<file path="src/rtl/mm_result_writer_if.sv">
// Result handshake and RAM write bus for the matrix-multiply
// write-back scheduler.
interface mm_result_writer_if #(
  parameter int DATA_W = 18,
  parameter int ADDR_W = 5
);
  logic              res_valid;
  logic [DATA_W-1:0] res_data;
  logic              res_ready;
  logic              ram_en;
  logic              ram_we;
  logic [ADDR_W-1:0] ram_addr;
  logic [DATA_W-1:0] ram_wdata;

  modport slave (
    input  res_valid,
    input  res_data,
    output res_ready,
    output ram_en,
    output ram_we,
    output ram_addr,
    output ram_wdata
  );

  modport master (
    output res_valid,
    output res_data,
    input  res_ready,
    input  ram_en,
    input  ram_we,
    input  ram_addr,
    input  ram_wdata
  );
endinterface

</file>
<file path="src/rtl/mm_result_writer.sv">
// Write-back scheduler: 2-deep result FIFO drained into the result
// RAM at consecutive addresses, WR_CYC strobe cycles per word.
module mm_result_writer #(
  parameter int DATA_W = 18,
  parameter int ADDR_W = 5,
  parameter int N_RES  = 16,
  parameter int WR_CYC = 2
) (
  input  logic clk,
  input  logic rst,
  input  logic start_in,
  mm_result_writer_if.slave bus,
  output logic ram_done,
  output logic busy,
  output logic err_ovf
);

  localparam int CW = (WR_CYC > 1) ? $clog2(WR_CYC) : 1;
  localparam logic [CW-1:0] CYC_LAST = CW'(WR_CYC - 1);
  localparam logic [ADDR_W:0] N_LAST = (ADDR_W + 1)'(N_RES);

  typedef enum logic [1:0] {
    S_IDLE,
    S_WAIT,
    S_WRITE,
    S_DONE
  } state_t;

  state_t            state_q, state_d;
  logic [DATA_W-1:0] mem_q [2];
  logic [DATA_W-1:0] mem_d [2];
  logic [1:0]        cnt_q, cnt_d;
  logic              rd_q, rd_d;
  logic              wr_q, wr_d;
  logic [ADDR_W:0]   acc_q, acc_d;
  logic [ADDR_W:0]   wcnt_q, wcnt_d;
  logic [ADDR_W:0]   wnext;
  logic [CW-1:0]     cyc_q, cyc_d;
  logic              en_q, en_d;
  logic [ADDR_W-1:0] addr_q, addr_d;
  logic [DATA_W-1:0] wdata_q, wdata_d;
  logic              done_q, done_d;
  logic              busy_q, busy_d;
  logic              err_q, err_d;
  logic              ready_q, ready_d;
  logic              push;
  logic              pop;

  always_ff @(posedge clk) begin
    if (rst) begin
      state_q  <= S_IDLE;
      mem_q[0] <= '0;
      mem_q[1] <= '0;
      cnt_q    <= '0;
      rd_q     <= 1'b0;
      wr_q     <= 1'b0;
      acc_q    <= '0;
      wcnt_q   <= '0;
      cyc_q    <= '0;
      en_q     <= 1'b0;
      addr_q   <= '0;
      wdata_q  <= '0;
      done_q   <= 1'b0;
      busy_q   <= 1'b0;
      err_q    <= 1'b0;
      ready_q  <= 1'b0;
    end else begin
      state_q  <= state_d;
      mem_q    <= mem_d;
      cnt_q    <= cnt_d;
      rd_q     <= rd_d;
      wr_q     <= wr_d;
      acc_q    <= acc_d;
      wcnt_q   <= wcnt_d;
      cyc_q    <= cyc_d;
      en_q     <= en_d;
      addr_q   <= addr_d;
      wdata_q  <= wdata_d;
      done_q   <= done_d;
      busy_q   <= busy_d;
      err_q    <= err_d;
      ready_q  <= ready_d;
    end
  end

  always_comb begin
    state_d = state_q;
    mem_d   = mem_q;
    rd_d    = rd_q;
    wr_d    = wr_q;
    acc_d   = acc_q;
    wcnt_d  = wcnt_q;
    cyc_d   = cyc_q;
    en_d    = en_q;
    addr_d  = addr_q;
    wdata_d = wdata_q;
    done_d  = 1'b0;
    err_d   = err_q;
    push    = bus.res_valid & ready_q;
    pop     = (state_q == S_WRITE) && (cyc_q == CYC_LAST);
    wnext   = wcnt_q + 1'b1;

    if (push) begin
      mem_d[wr_q] = bus.res_data;
      wr_d        = ~wr_q;
      acc_d       = acc_q + 1'b1;
    end
    if (pop) begin
      rd_d = ~rd_q;
    end
    cnt_d = cnt_q + 2'(push) - 2'(pop);

    if (bus.res_valid && !ready_q && busy_q) begin
      err_d = 1'b1;
    end

    unique case (state_q)
      S_IDLE: begin
        if (start_in) begin
          state_d = S_WAIT;
          cnt_d   = '0;
          rd_d    = 1'b0;
          wr_d    = 1'b0;
          acc_d   = '0;
          wcnt_d  = '0;
          cyc_d   = '0;
          err_d   = 1'b0;
        end
      end
      S_WAIT: begin
        // An empty FIFO forwards the incoming word so the strobe
        // starts the cycle right after acceptance.
        if (cnt_q != 2'd0 || push) begin
          state_d = S_WRITE;
          en_d    = 1'b1;
          cyc_d   = '0;
          addr_d  = wcnt_q[ADDR_W-1:0];
          wdata_d = (cnt_q != 2'd0) ? mem_q[rd_q] : bus.res_data;
        end
      end
      S_WRITE: begin
        if (!pop) begin
          cyc_d = cyc_q + 1'b1;
        end else begin
          wcnt_d = wnext;
          cyc_d  = '0;
          if (wnext == N_LAST) begin
            state_d = S_DONE;
            en_d    = 1'b0;
            done_d  = 1'b1;
          end else if (cnt_q == 2'd2 || push) begin
            addr_d  = wnext[ADDR_W-1:0];
            wdata_d = (cnt_q == 2'd2) ? mem_q[~rd_q] : bus.res_data;
          end else begin
            state_d = S_WAIT;
            en_d    = 1'b0;
          end
        end
      end
      S_DONE: begin
        state_d = S_IDLE;
      end
      default: begin
        state_d = S_IDLE;
        en_d    = 1'b0;
      end
    endcase

    busy_d  = (state_d != S_IDLE);
    ready_d = busy_d && (cnt_d != 2'd2) && (acc_d != N_LAST);
  end

  assign bus.res_ready = ready_q;
  assign bus.ram_en    = en_q;
  assign bus.ram_we    = en_q;
  assign bus.ram_addr  = addr_q;
  assign bus.ram_wdata = wdata_q;
  assign ram_done      = done_q;
  assign busy          = busy_q;
  assign err_ovf       = err_q;

endmodule

</file>
<file path="src/flat_wrapper.sv">
// flat-port wrapper written by rule: the top's interface ports become plain ports
module mm_result_writer_flat 
#(
  parameter int DATA_W = 18,
  parameter int ADDR_W = 5,
  parameter int N_RES  = 16,
  parameter int WR_CYC = 2
)
  (clk, rst, start_in, ram_done, busy, err_ovf, bus_res_valid, bus_res_data, bus_res_ready, bus_ram_en, bus_ram_we, bus_ram_addr, bus_ram_wdata);
  mm_result_writer_if #(.DATA_W(DATA_W), .ADDR_W(ADDR_W)) bus_i ();
  input  logic clk;
  input  logic rst;
  input  logic start_in;
  output logic ram_done;
  output logic busy;
  output logic err_ovf;
  input wire logic [$bits(bus_i.res_valid)-1:0] bus_res_valid;
  input wire logic [$bits(bus_i.res_data)-1:0] bus_res_data;
  output wire logic [$bits(bus_i.res_ready)-1:0] bus_res_ready;
  output wire logic [$bits(bus_i.ram_en)-1:0] bus_ram_en;
  output wire logic [$bits(bus_i.ram_we)-1:0] bus_ram_we;
  output wire logic [$bits(bus_i.ram_addr)-1:0] bus_ram_addr;
  output wire logic [$bits(bus_i.ram_wdata)-1:0] bus_ram_wdata;
  assign bus_i.res_valid = bus_res_valid;
  assign bus_i.res_data = bus_res_data;
  assign bus_res_ready = bus_i.res_ready;
  assign bus_ram_en = bus_i.ram_en;
  assign bus_ram_we = bus_i.ram_we;
  assign bus_ram_addr = bus_i.ram_addr;
  assign bus_ram_wdata = bus_i.ram_wdata;
  mm_result_writer #(.DATA_W(DATA_W), .ADDR_W(ADDR_W), .N_RES(N_RES), .WR_CYC(WR_CYC)) u_core (.clk(clk), .rst(rst), .start_in(start_in), .bus(bus_i), .ram_done(ram_done), .busy(busy), .err_ovf(err_ovf));
endmodule
</file>
<file path="config.mk">
export PLATFORM = sky130hd
export DESIGN_NAME = mm_result_writer_flat
export DESIGN_NICKNAME = d
export VERILOG_FILES = /design/src/rtl/mm_result_writer_if.sv /design/src/rtl/mm_result_writer.sv /design/src/flat_wrapper.sv
export SDC_FILE = /design/constraint.sdc
export NUM_CORES = 1
export LEC_CHECK = 0
export BUFFER_PORTS_ARGS = -buffer_cell sky130_fd_sc_hd__buf_2
export CORE_MARGIN = 1
export CORE_UTILIZATION = 45
export DETAILED_ROUTE_END_ITERATION = 10
export HOLD_SLACK_MARGIN = 0.12
export PLACE_DENSITY = 0.76
export SLEW_MARGIN = 20
export SYNTH_ARGS = -nofsm -noshare
export SYNTH_HDL_FRONTEND = slang
export SYNTH_SLANG_ARGS = --single-unit
</file>
<file path="constraint.sdc">
create_clock -name clk -period 4.1 [get_ports clk]
set_input_delay 0.615 -clock clk [delete_from_list [all_inputs] [get_ports clk]]
set_output_delay 0.615 -clock clk [all_outputs]
set_load 0.05 [all_outputs]
</file>
; ---- After elaboration in Yosys (flattened, before gate mapping)
; Cells that the tools add are included.
[classes]
addsub = 5
magnitude_cmp = 4
n_eq_ne = 13
mux = 54
bitwise_logic = 8
reduce_logical = 20
[ops]
columns = op, n
row1 = $mux 18, 13
row2 = $bwmux 36, 1
row3 = $pmux 18 s2, 1
row4 = $mux 6, 5
row5 = $mux 5, 4
row6 = $demux 18 s1, 1
row7 = $mux 1, 17
row8 = $mux 2, 7
row9 = $add 6x1->6 const B, 2
row10 = $pmux 6 s2, 1
row11 = $pmux 5 s2, 1
row12 = $ne 2x2->1 const B, 4
row13 = $pmux 2 s4, 1
row14 = $reduce_bool 2->1, 4
row15 = $eq 2x2->1 const B, 3
row16 = $eq 6x5->1 const B, 1
row17 = $ge 2x2->1 const B, 3
row18 = $logic_and 1x1->1, 6
row19 = $ne 6x5->1 const B, 1
row20 = $not 1->2, 3
row21 = $reduce_and 3->1, 2
row22 = $reduce_and 5->1, 1
row23 = $ne 2x1->1 const B, 2
row24 = $not 1->1, 4
row25 = 15 further kinds, 16
[totals]
register_bits = 83
input_bits = 22
output_inout_bits = 29
wordCells = 120

; ---- Logic depth before layout (Yosys ltp)
[logic_depth]
ltp_word = 10
ltp_mapped = 13
mapped_depth_nobuf = 11

; ---- Worst setup path after synthesis
; Ideal clock, no wire load.
[synth_path]
path_kind = reg2reg
start = register u_core.ready_q (netlist: u_core.bus.res_ready)
end = register u_core.mem_q[26] (netlist name)
setup_time_ps = 128
t_arrival_ps = 2328
required_ps = 3972
slack_ps = 1644
stages_incl_launch_ff = 8
path_buffers = 2
synth_period_minus_slack_ps = 2456
cell_sequence = dfxtp_1 nand2_1 clkinv_1 ha_1 clkbuf_1 buf_1 mux2i_1 nor2_1
[synth_via]
elab_chain_cells = 1
[synth_rtl]
columns = element, line_no
row1 = "start, declared", mm_result_writer.sv:45  ; logic ready_q, ready_d;
row2 = "start signal, assigned", mm_result_writer.sv:82  ; ready_q <= ready_d;
row3 = $and 1x1->1, mm_result_writer.sv:99  ; push = bus.res_valid & ready_q;
row4 = "end signal, assigned", mm_result_writer.sv:69  ; mem_q <= mem_d;
row5 = "end, declared", mm_result_writer.sv:30  ; logic [DATA_W-1:0] mem_q [2];
; No other way between the ends.
; A chain may end at the register's enable or synchronous reset.

; ---- Final worst setup path
[layout_path]
start = register u_core.wcnt_q[0]
end = register u_core.addr_q[0] (netlist: u_core.bus.ram_addr[0])
[layout_via]
elab_chain_cells = 5
elab_cells_between_ends = 9
classes_between = 1 x add/sub / 2 x eq/ne / 5 x mux / 1 x reduce/logical
[layout_rtl]
columns = element, line_no
row1 = "start, declared", mm_result_writer.sv:36  ; logic [ADDR_W:0] wcnt_q, wcnt_d;
row2 = "start signal, assigned", mm_result_writer.sv:74  ; wcnt_q <= wcnt_d;
row3 = branches (longest 5 deep; another with $add 6x1->6), -
row4 = "end signal, assigned", mm_result_writer.sv:77  ; addr_q <= addr_d;
row5 = "end, declared", mm_result_writer.sv:40  ; logic [ADDR_W-1:0] addr_q, addr_d;
; Parallel ways; which one is timed is not known. The select of a mux whose other input is x is not followed.

==> impl_summary.log <==
[metrics] Clock H-tree levels: 3
[metrics] total I/O pin count: 51
[metrics] mean post-synth cell area: 9.38 sq um
[metrics] Row Count: 33
[metrics] final RePlAce weighted congestion: 0.853
[metrics] die span in x: 95.7 um
[metrics] start point of the critical path: u_core.wcnt_q[0]
[metrics] final setup violation count: 0
[metrics] die extent in y: 95.7 um
[metrics] worst hold slack: 0.467 ns
[metrics] classification of the worst setup path: register to register
[metrics] final routed DRC violation total: 0
[metrics] worst slew pin tran: 1.07 ns
[metrics] endpoint class of the critical path: register
[metrics] worst clock skew: 0.0141 ns
[metrics] number of antenna violations at the first check in global routing: 0
[metrics] cts-stage hold buffer count: 0
[metrics] total global routing track utilization: 0.184
[metrics] count of input and output buffers: 50
[metrics] number of distinct library cells after synthesis: 57
[metrics] fillcell total: 798
[metrics] CP Data Required Time: 4.34 ns
[metrics] capture point of the critical path: u_core.bus.ram_addr[0]
[metrics] fraction of final layout cells with drive strength greater than 1: 0.208
[metrics] final core area utilization: 0.525
[metrics] commonest cells after routing, fill and taps aside: dfxtp_1, nor2_1, mux2i_1
[metrics] total clock buffers created by CTS: 9
[metrics] area of combinational cells with multiple inputs: 0.00197 sq mm
[metrics] final worst path period share: 0.572
[metrics] register bit count reported by yosys: 83
[metrics] post-synthesis instance area: 0.00395 sq mm
[metrics] placed instance area: 0.00416 sq mm
[metrics] layout overhead on the synthesized area: 10.9%
[metrics] post-CTS resize count: 0
[metrics] EDFF count, synth: 0
[metrics] clock-pin slew on the worst setup and hold paths: 0.09 ns
[metrics] clock root buffer: clkbuf_8
[metrics] initial core utilization: 0.473
[metrics] delay of the slowest cell on the worst path: 0.51 ns
[metrics] most used flip-flop cell after synthesis: dfxtp_1
[metrics] cells on worst reg2reg path: 7
[metrics] number of max-cap violations: 0
[metrics] cells after synthesis: 421
[metrics] final hold violations: 0
[metrics] Storage cell area: 0.00166 sq mm
[metrics] insertion delay to the later sink of the worst-skew pair: 0.36 ns
[metrics] sequential share of the synthesized area: 0.421
[metrics] critical path's slowest cell: or4b_4
[metrics] setup slack of the worst register-to-register path: 1.76 ns
[metrics] largest net degree at the start of global routing: 63
[metrics] clock tree sinks: 83
[metrics] min cycle time layout: 2.34 ns
[metrics] worst voltage drop across the vdd grid: 0.000266 V
[metrics] total die area: 0.00915 sq mm
[metrics] diode insertion count for antenna repair: 0
[metrics] global route total overflow: 0
[metrics] RSZ-0062 raised after global routing: no
[metrics] 1st-iter DRT viols: 83
[metrics] run status: finished clean
[metrics] Static Leakage: 1.75 nW
[metrics] Post-Route WL: 7950 um
[metrics] wire length per cell after detailed routing: 14.0 um
[metrics] most common cell after layout, fill and taps aside: dfxtp_1
[metrics] via count of the first global-routing pass: 2906
[metrics] PnR Total Power: 1.64 mW
[metrics] path type of the worst min-delay path: register to register
[metrics] pwr/cell area: 375 mW/mm^2
[metrics] post-detailed-route count of antenna-violating nets: 0
[metrics] maximum clock insertion buffer count: 2
[metrics] cell breakdown of the critical path: ha_1, or4b_4, o211ai_2, o2111ai_4, o21a_1, buf_4, mux2_4
[metrics] Yosys warning total: 0
[metrics] Design Area, Final: 0.00438 sq mm
[metrics] post-synth net total: 451
[metrics] via density per instance: 5.32
[metrics] nature of the critical path startpoint: register
[metrics] Floorplan Core Area: 0.00834 sq mm
[metrics] Max Transition Viols Final: 0
[metrics] worst slew margin relative to its limit: 0.282
[metrics] global-route wire length before repair: 13000 um
[metrics] aggregate negative setup slack: 0 ns
[metrics] timing-limited maximum frequency: 0.426 GHz
[metrics] placed wire-length estimate: 5280 um
[metrics] critical register-to-register path startpoint: u_core.wcnt_q[0]
[metrics] number of setup buffers added after CTS: 0
[metrics] final net count: 486
[metrics] drt first pass iters: 5
[metrics] crit-path max FO: 19
[metrics] critical register-to-register path endpoint: u_core.bus.ram_addr[0]
[metrics] vias: 3009
[metrics] CTS tree: yes
[metrics] worst endpoint data arrival time: 2.58 ns
[metrics] async set or reset register ratio after synthesis: 0
==> worst max-delay path: cells and delay by family, from the launching register on <==
kind	cells	cell delay (ns)
and+or+nand+nor	1	0.51
AOI/OAI and AO/OA	3	0.48
DFF	1	0.36
muxes	1	0.33
adders and majority gates	1	0.30
buffers and inverters	1	0.24
==> power by group <==
group	switching, mW	total (mW)	internal, mW
clock	0.316	0.626	0.310
combinational	0.112	0.174	0.0620
sequential	0.0148	0.842	0.827
total	0.443	1.64	1.20
==> area by class of cell <==
class | count | share of cell area
clock buffers | 10 | 0.0314
flip-flops and latches | 83 | 0.380
inverters | 30 | 0.0260
clock inverters | 6 | 0.0183
repair buffers | 54 | 0.0640
multi-input cells | 278 | 0.451
well taps | 105 | 0.0300
==> sequential cells by signal, indices dropped and copies added, names as in the netlist, 2 cells and up <==
| signal | flops |
|---|---|
| u_core.acc_q | 6 |
| u_core.bus.ram_addr | 5 |
| u_core.bus.ram_wdata | 18 |
| u_core.cnt_q | 2 |
| u_core.mem_q | 36 |
| u_core.state_q | 2 |
| u_core.wcnt_q | 6 |
==> stage by stage <==
step                setup slack, ns  cells
finish                         1.76    566
global route                   1.53    566
CTS                            1.75    566
detailed placement             1.76    550
global placement               1.79    550
floorplan                      1.64    421
==> how the worst min path moves through the flow <==
stage	start	endpoint	slack (ns)	cells after the start
floorplan	u_core.mem_q[18]	u_core.mem_q[18]	0.46	2
global placement	u_core.err_ovf	u_core.err_ovf	0.44	2
detailed placement	u_core.bus.ram_wdata[2]	u_core.bus.ram_wdata[2]	0.46	2
CTS	u_core.bus.ram_wdata[2]	u_core.bus.ram_wdata[2]	0.47	2
global route	u_core.bus.ram_wdata[3]	u_core.bus.ram_wdata[3]	0.50	2
finish	u_core.bus.ram_wdata[2]	u_core.bus.ram_wdata[2]	0.47	2
==> per-layer routing <==
| layer | routed length, um | global-route usage |
|---|---|---|
| met4 | 111 | 0.0647 |
| met1 | 3670 | 0.219 |
| met3 | 359 | 0.0590 |
| met5 | 0 | 0 |
| met2 | 3810 | 0.311 |
==> synthesized netlist by cell type (2+ instances only) <==
library cell,instances,share of area
a21oi_1,27,0.034
a22oi_1,2,0.0038
a31oi_1,6,0.0095
a31oi_2,2,0.0063
buf_1,5,0.0048
buf_4,3,0.0057
buf_6,5,0.014
clkbuf_1,11,0.010
clkbuf_2,2,0.0025
dfxtp_1,83,0.42
ha_1,8,0.025
inv_1,27,0.026
mux2_1,3,0.0086
mux2i_1,56,0.14
nand2_1,17,0.016
nand2b_1,9,0.014
nand3_1,2,0.0025
nand4_1,4,0.0063
nand4b_1,2,0.0044
nor2_1,60,0.057
nor2b_1,7,0.011
nor3_1,6,0.0076
o21ai_0,4,0.0051
o221ai_1,18,0.040
or2_2,2,0.0032
or2b_2,11,0.024
xnor2_1,4,0.0089
xor2_1,6,0.013
==> logic make-up after synthesis <==
logic type,count (synthesis),synth area share
AOI/OAI and AO/OA,70,0.127
xor gates and xnor gates,10,0.0222
adders and majority gates,8,0.0254
buffers and inverters,60,0.0796
DFF,83,0.421
muxes,61,0.157
and+or+nand+nor,129,0.167
Note: power is estimated with default switching activity, not from simulation.
